## src/rtl/text_console.sv

```systemverilog
// text_console: decodes CPU register writes into cell writes for a 32x28 text display
module text_console #(
    parameter int          COLS  = 32,
    parameter int          ROWS  = 28,
    parameter logic [7:0]  BLANK = 8'h20
) (
    input  logic        clk,
    input  logic        resetn,
    input  logic [31:0] reg_di,
    input  logic        reg_we,
    output logic        reg_ready,
    output logic        busy,
    output logic [4:0]  cur_x,
    output logic [4:0]  cur_y,
    output logic [7:0]  x_wr,
    output logic [7:0]  y_wr,
    output logic [7:0]  char_wr,
    output logic        we
);
    typedef enum logic [1:0] {S_IDLE, S_DONE, S_CLR_ROW, S_CLR_ALL} state_t;

    localparam logic [4:0] LAST_X = 5'(COLS - 1);
    localparam logic [4:0] LAST_Y = 5'(ROWS - 1);

    state_t      r_state, w_state;
    logic [4:0]  r_cx, r_cy, r_fx, r_fy, r_x, r_y;
    logic [4:0]  w_cx, w_cy, w_fx, w_fy, w_x, w_y;
    logic [6:0]  r_ch, w_ch;
    logic        r_we, r_ready, w_we, w_ready;

    // x/y fields are taken 8 bits wide so out-of-range coordinates (e.g. 32) are rejected rather than aliased
    logic [7:0]  w_cmd, w_x8, w_y8;
    logic [6:0]  w_c;
    logic        w_xy_ok;
    logic [4:0]  w_cy_nx;
    logic        w_unused_bit;

    assign w_cmd        = reg_di[31:24];
    assign w_x8         = reg_di[23:16];
    assign w_y8         = reg_di[15:8];
    assign w_c          = reg_di[6:0];
    assign w_unused_bit = reg_di[7];
    assign w_xy_ok      = ({24'd0, w_x8} < COLS) && ({24'd0, w_y8} < ROWS);
    assign w_cy_nx      = (r_cy == LAST_Y) ? 5'd0 : r_cy + 5'd1;

    assign reg_ready = r_ready;
    assign busy      = (r_state != S_IDLE);
    assign cur_x     = r_cx;
    assign cur_y     = r_cy;
    assign x_wr      = {3'd0, r_x};
    assign y_wr      = {3'd0, r_y};
    assign char_wr   = {1'b0, r_ch};
    assign we        = r_we;

    // State and registered outputs; reset abandons any fill in progress
    always_ff @(posedge clk or negedge resetn) begin
        if (!resetn) begin
            r_state <= S_IDLE;
            r_cx    <= '0;
            r_cy    <= '0;
            r_fx    <= '0;
            r_fy    <= '0;
            r_x     <= '0;
            r_y     <= '0;
            r_ch    <= '0;
            r_we    <= 1'b0;
            r_ready <= 1'b0;
        end else begin
            r_state <= w_state;
            r_cx    <= w_cx;
            r_cy    <= w_cy;
            r_fx    <= w_fx;
            r_fy    <= w_fy;
            r_x     <= w_x;
            r_y     <= w_y;
            r_ch    <= w_ch;
            r_we    <= w_we;
            r_ready <= w_ready;
        end
    end

    // Command decode and fill sequencing; the first write of a command is issued the cycle after it is sampled
    always_comb begin
        w_state = r_state;
        w_cx    = r_cx;
        w_cy    = r_cy;
        w_fx    = r_fx;
        w_fy    = r_fy;
        w_x     = r_x;
        w_y     = r_y;
        w_ch    = r_ch;
        w_we    = 1'b0;
        w_ready = 1'b0;
        case (r_state)
            S_IDLE: begin
                if (reg_we) begin
                    w_ready = 1'b1;
                    w_state = S_DONE;
                    case (w_cmd)
                        8'd0: begin
                            w_we = w_xy_ok;
                            w_x  = w_x8[4:0];
                            w_y  = w_y8[4:0];
                            w_ch = w_c;
                        end
                        8'd1: begin
                            if (w_c == 7'h0A) begin
                                w_cx    = 5'd0;
                                w_cy    = w_cy_nx;
                                w_we    = 1'b1;
                                w_x     = 5'd0;
                                w_y     = w_cy_nx;
                                w_ch    = BLANK[6:0];
                                w_fx    = 5'd1;
                                w_ready = 1'b0;
                                w_state = S_CLR_ROW;
                            end else if (w_c == 7'h0D) begin
                                w_cx = 5'd0;
                            end else if (w_c == 7'h08) begin
                                if (r_cx != 5'd0) begin
                                    w_cx = r_cx - 5'd1;
                                    w_we = 1'b1;
                                    w_x  = r_cx - 5'd1;
                                    w_y  = r_cy;
                                    w_ch = BLANK[6:0];
                                end
                            end else begin
                                w_we = 1'b1;
                                w_x  = r_cx;
                                w_y  = r_cy;
                                w_ch = w_c;
                                if (r_cx == LAST_X) begin
                                    w_cx    = 5'd0;
                                    w_cy    = w_cy_nx;
                                    w_fx    = 5'd0;
                                    w_ready = 1'b0;
                                    w_state = S_CLR_ROW;
                                end else begin
                                    w_cx = r_cx + 5'd1;
                                end
                            end
                        end
                        8'd2: begin
                            w_cx = w_xy_ok ? w_x8[4:0] : r_cx;
                            w_cy = w_xy_ok ? w_y8[4:0] : r_cy;
                        end
                        8'd3: begin
                            w_cx    = 5'd0;
                            w_cy    = 5'd0;
                            w_we    = 1'b1;
                            w_x     = 5'd0;
                            w_y     = 5'd0;
                            w_ch    = BLANK[6:0];
                            w_fx    = 5'd1;
                            w_fy    = 5'd0;
                            w_ready = 1'b0;
                            w_state = S_CLR_ALL;
                        end
                        default: ;
                    endcase
                end
            end
            S_CLR_ROW: begin
                w_we    = 1'b1;
                w_x     = r_fx;
                w_y     = r_cy;
                w_ch    = BLANK[6:0];
                w_fx    = r_fx + 5'd1;
                w_ready = (r_fx == LAST_X);
                w_state = (r_fx == LAST_X) ? S_DONE : S_CLR_ROW;
            end
            S_CLR_ALL: begin
                w_we    = 1'b1;
                w_x     = r_fx;
                w_y     = r_fy;
                w_ch    = BLANK[6:0];
                w_fx    = (r_fx == LAST_X) ? 5'd0 : r_fx + 5'd1;
                w_fy    = (r_fx == LAST_X) ? r_fy + 5'd1 : r_fy;
                w_ready = (r_fx == LAST_X) && (r_fy == LAST_Y);
                w_state = w_ready ? S_DONE : S_CLR_ALL;
            end
            default: w_state = S_IDLE;
        endcase
    end
endmodule

```

## config.mk

```make
export PLATFORM = sky130hd
export DESIGN_NAME = text_console
export DESIGN_NICKNAME = d
export VERILOG_FILES = /design/src/rtl/text_console.sv
export SDC_FILE = /design/constraint.sdc
export NUM_CORES = 1
export LEC_CHECK = 0
export BUFFER_PORTS_ARGS = -buffer_cell sky130_fd_sc_hd__buf_2
export CAP_MARGIN = 30
export CORE_ASPECT_RATIO = 1.25
export CORE_MARGIN = 2
export CORE_UTILIZATION = 54
export CTS_BUF_LIST = sky130_fd_sc_hd__clkbuf_8 sky130_fd_sc_hd__clkbuf_16
export DETAILED_ROUTE_END_ITERATION = 7
export GPL_TIMING_DRIVEN = 0
export HOLD_SLACK_MARGIN = 0.08
export MAX_ROUTING_LAYER = met4
export PLACE_DENSITY = 0.81
export SLEW_MARGIN = 25
export SYNTH_ARGS = -nofsm -noshare
export SYNTH_HDL_FRONTEND = slang
export SYNTH_SLANG_ARGS = --single-unit
```

## constraint.sdc

```tcl
create_clock -name clk -period 2.97 [get_ports clk]
set_input_delay 0.4455 -clock clk [delete_from_list [all_inputs] [get_ports clk]]
set_output_delay 0.4455 -clock clk [all_outputs]
set_load 0.05 [all_outputs]
```

==> PnR_summary.wiki <==
{| class="wikitable"
! Metric !! Value
|-
| Number of synthesized register bits || 41
|-
| Final worst hold slack || 0.1248 ns
|-
| Count of yosys warnings during synthesis || 0
|-
| Fillers || 471
|-
| Clock period minus worst slack || 2.674 ns
|-
| Clock tree from TritonCTS || yes
|-
| Max Clock Skew || 0.008031 ns
|-
| Die X-Extent || 70.39 µm
|-
| WS Path Type || flop to flop
|-
| Unrepaired setup endpoints after global routing || false
|-
| Slew Limit Fails || 0
|-
| Initial DRT Pass Iterations || 5
|-
| Syn avg cell area || 9.269 µm²
|-
| Ant diodes || 0
|-
| Cell area after technology mapping || 2975 µm²
|-
| PD cells || 501.1 nW/µm²
|-
| Maximum fanout along the worst path || 10
|-
| Via count || 2,840
|-
| Share of the synthesized area in the top cell type || 34.48%
|-
| Area grow syn2layout || 16.48%
|-
| Critical Path RT || 3.15 ns
|-
| Pin count of the biggest net entering global routing || 42
|-
| Number of antenna violations at the first check in global routing || 0
|-
| Final clock period utilization by the worst path || 90.02%
|-
| Clock edge transition at the registers on the reported setup and hold paths || 0.08 ns
|-
| Transition at the pin with the smallest max-transition slack || 0.7735 ns
|-
| Latest clock arrival within the worst-skew pair || 0.30 ns
|-
| Core area || 5368 µm²
|-
| Max incr delay on CP || 0.58 ns
|-
| Cell chosen for the clock root || sky130_fd_sc_hd__clkbuf_8
|-
| GR Util All Layers || 27.35%
|-
| Final standard cell utilization of the core || 64.57%
|-
| Start of the worst register-to-register path || cur_x[0]
|-
| Clock net sink count || 41
|-
| Buffer depth of the longest clock path || 2
|-
| Initial standard-cell utilization of the core || 55.43%
|-
| Residual DRC count || 0
|-
| Dominant synthesized flop cell || sky130_fd_sc_hd__dfrtp_1
|-
| Number of instances resized during post-cts repair || 0
|-
| Biggest area consumer among synthesized cells || sky130_fd_sc_hd__dfrtp_1
|-
| Number of buffers inserted to repair setup after CTS || 0
|-
| Post-detailed-placement cell area || 3383 µm²
|-
| Number of hold violations in the final report || 0
|-
| Number of enable-type register cells in the synthesized netlist || 0
|-
| Leftover overflow at the end of global routing || 0
|-
| Kind of start point of the critical path || flop
|-
| Depth of the worst register-to-register path || 8
|-
| List of cells traversed by the critical path || inv_1 > ha_1 > nor4b_2 > a21oi_1 > nor4b_4 > o31ai_4 > buf_6 > mux2_4
|-
| Max-slew headroom at the worst pin || 48.20%
|-
| Routed length per placed instance || 17.22 µm
|-
| Share of flip-flops with an asynchronous set or reset || 100.0%
|-
| Die Y-Extent || 86.99 µm
|-
| Die outline area || 6123 µm²
|-
| Peak supply drop || 0.0002289 V
|-
| Cell leakage power || 0.001564 µW
|-
| Count of cell types in the netlist || 62
|-
| WL final || 7923 µm
|-
| Port Buffers || 61
|-
| Worst setup path startpoint || cur_x[0]
|-
| Seq/Total Area, Yosys || 34.48%
|-
| Worst setup EP type || flop
|-
| Post-detailed-placement half-perimeter wirelength || 6047 µm
|-
| Vias/cell || 6.174
|-
| # hold bufs at CTS || 0
|-
| Post-Synthesis Cells || 321
|-
| I/O Pins || 72
|-
| Initial DRC count || 257
|-
| Final Cell Area || 3466 µm²
|-
| Max-capacitance violation count || 0
|-
| Status || completed
|-
| HP Class || input port to async pin
|-
| # setup viols final || 0
|-
| H-tree depth || 2
|-
| Peak Freq || 374.0 MHz
|-
| Via count of the first global-routing pass || 2,668
|-
| Standard-cell row count || 30
|-
| Wire length of the first global-routing pass || 12,930 µm
|-
| CP max stage cell || sky130_fd_sc_hd__o31ai_4
|-
| Final layout net count || 438
|-
| Critical path data arrival time || 2.85 ns
|-
| Sum Neg Setup Slack || 0 ns
|-
| RD Place Congestion || 0.9144
|-
| Ratio of cells with drive above 1 in the final layout || 27.27%
|-
| Most area-consuming cells after synthesis || sky130_fd_sc_hd__dfrtp_1 (34%), sky130_fd_sc_hd__mux2i_1 (4.7%), sky130_fd_sc_hd__nand2_1 (4.5%)
|-
| Number of buffers inserted during clock tree synthesis || 5
|-
| Antenna violation net count after detailed routing || 0
|}
[placed cells by master (no fill, tap or decap), drive strengths merged, types with 5 or more instances in the layout]
cell,count
a21oi,20
a31oi,9
and2,5
and3,5
buf,76
clkbuf,12
conb,7
dfrtp,41
ha,8
inv,15
mux2,16
mux2i,14
nand2,36
nand3,19
nor2,13
nor2b,6
nor3b,7
o21ai,15
o221ai,9
xnor2,5
[routing by layer]
layer  wire, µm  up-vias  track usage (%)
li1           -     1326                -
met1       3072     1338            32.58
met2       3953      148            46.48
met3        585       28            3.588
met4        312        0            11.71
met5          0        -                -
[power breakdown]
| group | total [µW] | internal [µW] | switching, µW |
|---|---|---|---|
| logic | 666 | 216 | 450 |
| clock network | 350 | 157 | 193 |
| registers | 721 | 645 | 75.8 |
[cells by family (layout without fill, tap and decap cells)]
| family | count (synthesis) | after routing | synth area share (%) |
|---|---|---|---|
| buffers and inverters | 34 | 103 | 5.719 |
| other | 1 | 7 | 0.1260 |
| and+or+nand+nor | 111 | 111 | 21.57 |
| DFF | 41 | 41 | 34.48 |
| AOI/OAI and AO/OA | 88 | 88 | 20.98 |
| xor gates and xnor gates | 8 | 8 | 2.355 |
| adders and majority gates | 8 | 8 | 3.364 |
| muxes | 30 | 30 | 11.40 |
[Yosys cell counts, types with 3 or more instances]
library cell	number
sky130_fd_sc_hd__dfrtp_1	41
sky130_fd_sc_hd__nand2_1	36
sky130_fd_sc_hd__a21oi_1	20
sky130_fd_sc_hd__nand3_1	19
sky130_fd_sc_hd__mux2i_1	14
sky130_fd_sc_hd__o21ai_0	13
sky130_fd_sc_hd__inv_1	12
sky130_fd_sc_hd__nor2_1	12
sky130_fd_sc_hd__mux2_2	10
sky130_fd_sc_hd__a31oi_1	9
sky130_fd_sc_hd__o221ai_1	9
sky130_fd_sc_hd__ha_1	8
sky130_fd_sc_hd__buf_2	7
sky130_fd_sc_hd__buf_4	7
sky130_fd_sc_hd__clkbuf_1	7
sky130_fd_sc_hd__nor2b_1	6
sky130_fd_sc_hd__nor3b_1	6
sky130_fd_sc_hd__and2_1	5
sky130_fd_sc_hd__and3_1	5
sky130_fd_sc_hd__mux2_4	5
sky130_fd_sc_hd__xnor2_1	5
sky130_fd_sc_hd__nor3_1	4
sky130_fd_sc_hd__o2bb2ai_1	4
sky130_fd_sc_hd__a22oi_1	3
sky130_fd_sc_hd__o211ai_1	3
sky130_fd_sc_hd__xor2_1	3
[state kept, by name, summed over array words and instances, names as in the netlist]
name,count
r_ch,7
cur_x,5
cur_y,5
r_fx,5
r_fy,5
r_x,5
r_y,5
r_state,2
reg_ready,1
we,1
[cell type report]
cell class	count	area [µm²]	share of cell area, %
buffer	22	125.1	3.610
clock buffer	5	68.82	1.986
clock inverter	3	11.26	0.3249
inverter	12	45.04	1.300
multi-input combinational	252	1802	51.99
sequential	41	1026	29.60
tap	64	80.08	2.310
timing repair buffer	61	307.8	8.881
[final timing paths]
path / end / slack (ns)
setup / recovery: r_ch[1] / 0.30
hold / removal: r_ch[6] / 0.12
setup reg to reg: r_ch[1] / 0.30
hold reg to reg: r_y[4] / 0.51
max in group asynchronous: r_fx[0] / 2.48
min in group clk: r_ch[4] / 0.42
[through the flow]
| stage | worst slack, ns | power (µW) | instances |
|---|---|---|---|
| 2_1_floorplan | 0.3537 | 1222 | 327 |
| 3_3_place_gp | 0.3951 | 1382 | 452 |
| 3_5_place_dp | 0.3383 | 1395 | 452 |
| 4_1_cts | 0.3217 | 1742 | 460 |
| 5_1_grt | 0.1850 | 1836 | 460 |
| 6_report | 0.2965 | 1737 | 460 |
[critical path: cells and delay by family (launching register included)]
| kind | cells | cell delay (ns) |
|---|---|---|
| AO/OA/AOI/OAI | 2 | 0.88 |
| adder cells (fa/ha/maj) | 1 | 0.21 |
| buffers and inverters | 2 | 0.41 |
| flip-flops | 1 | 0.48 |
| multiplexers | 1 | 0.32 |
| AND/OR/NAND/NOR | 2 | 0.27 |
Note: power is estimated with default switching activity, not from simulation.
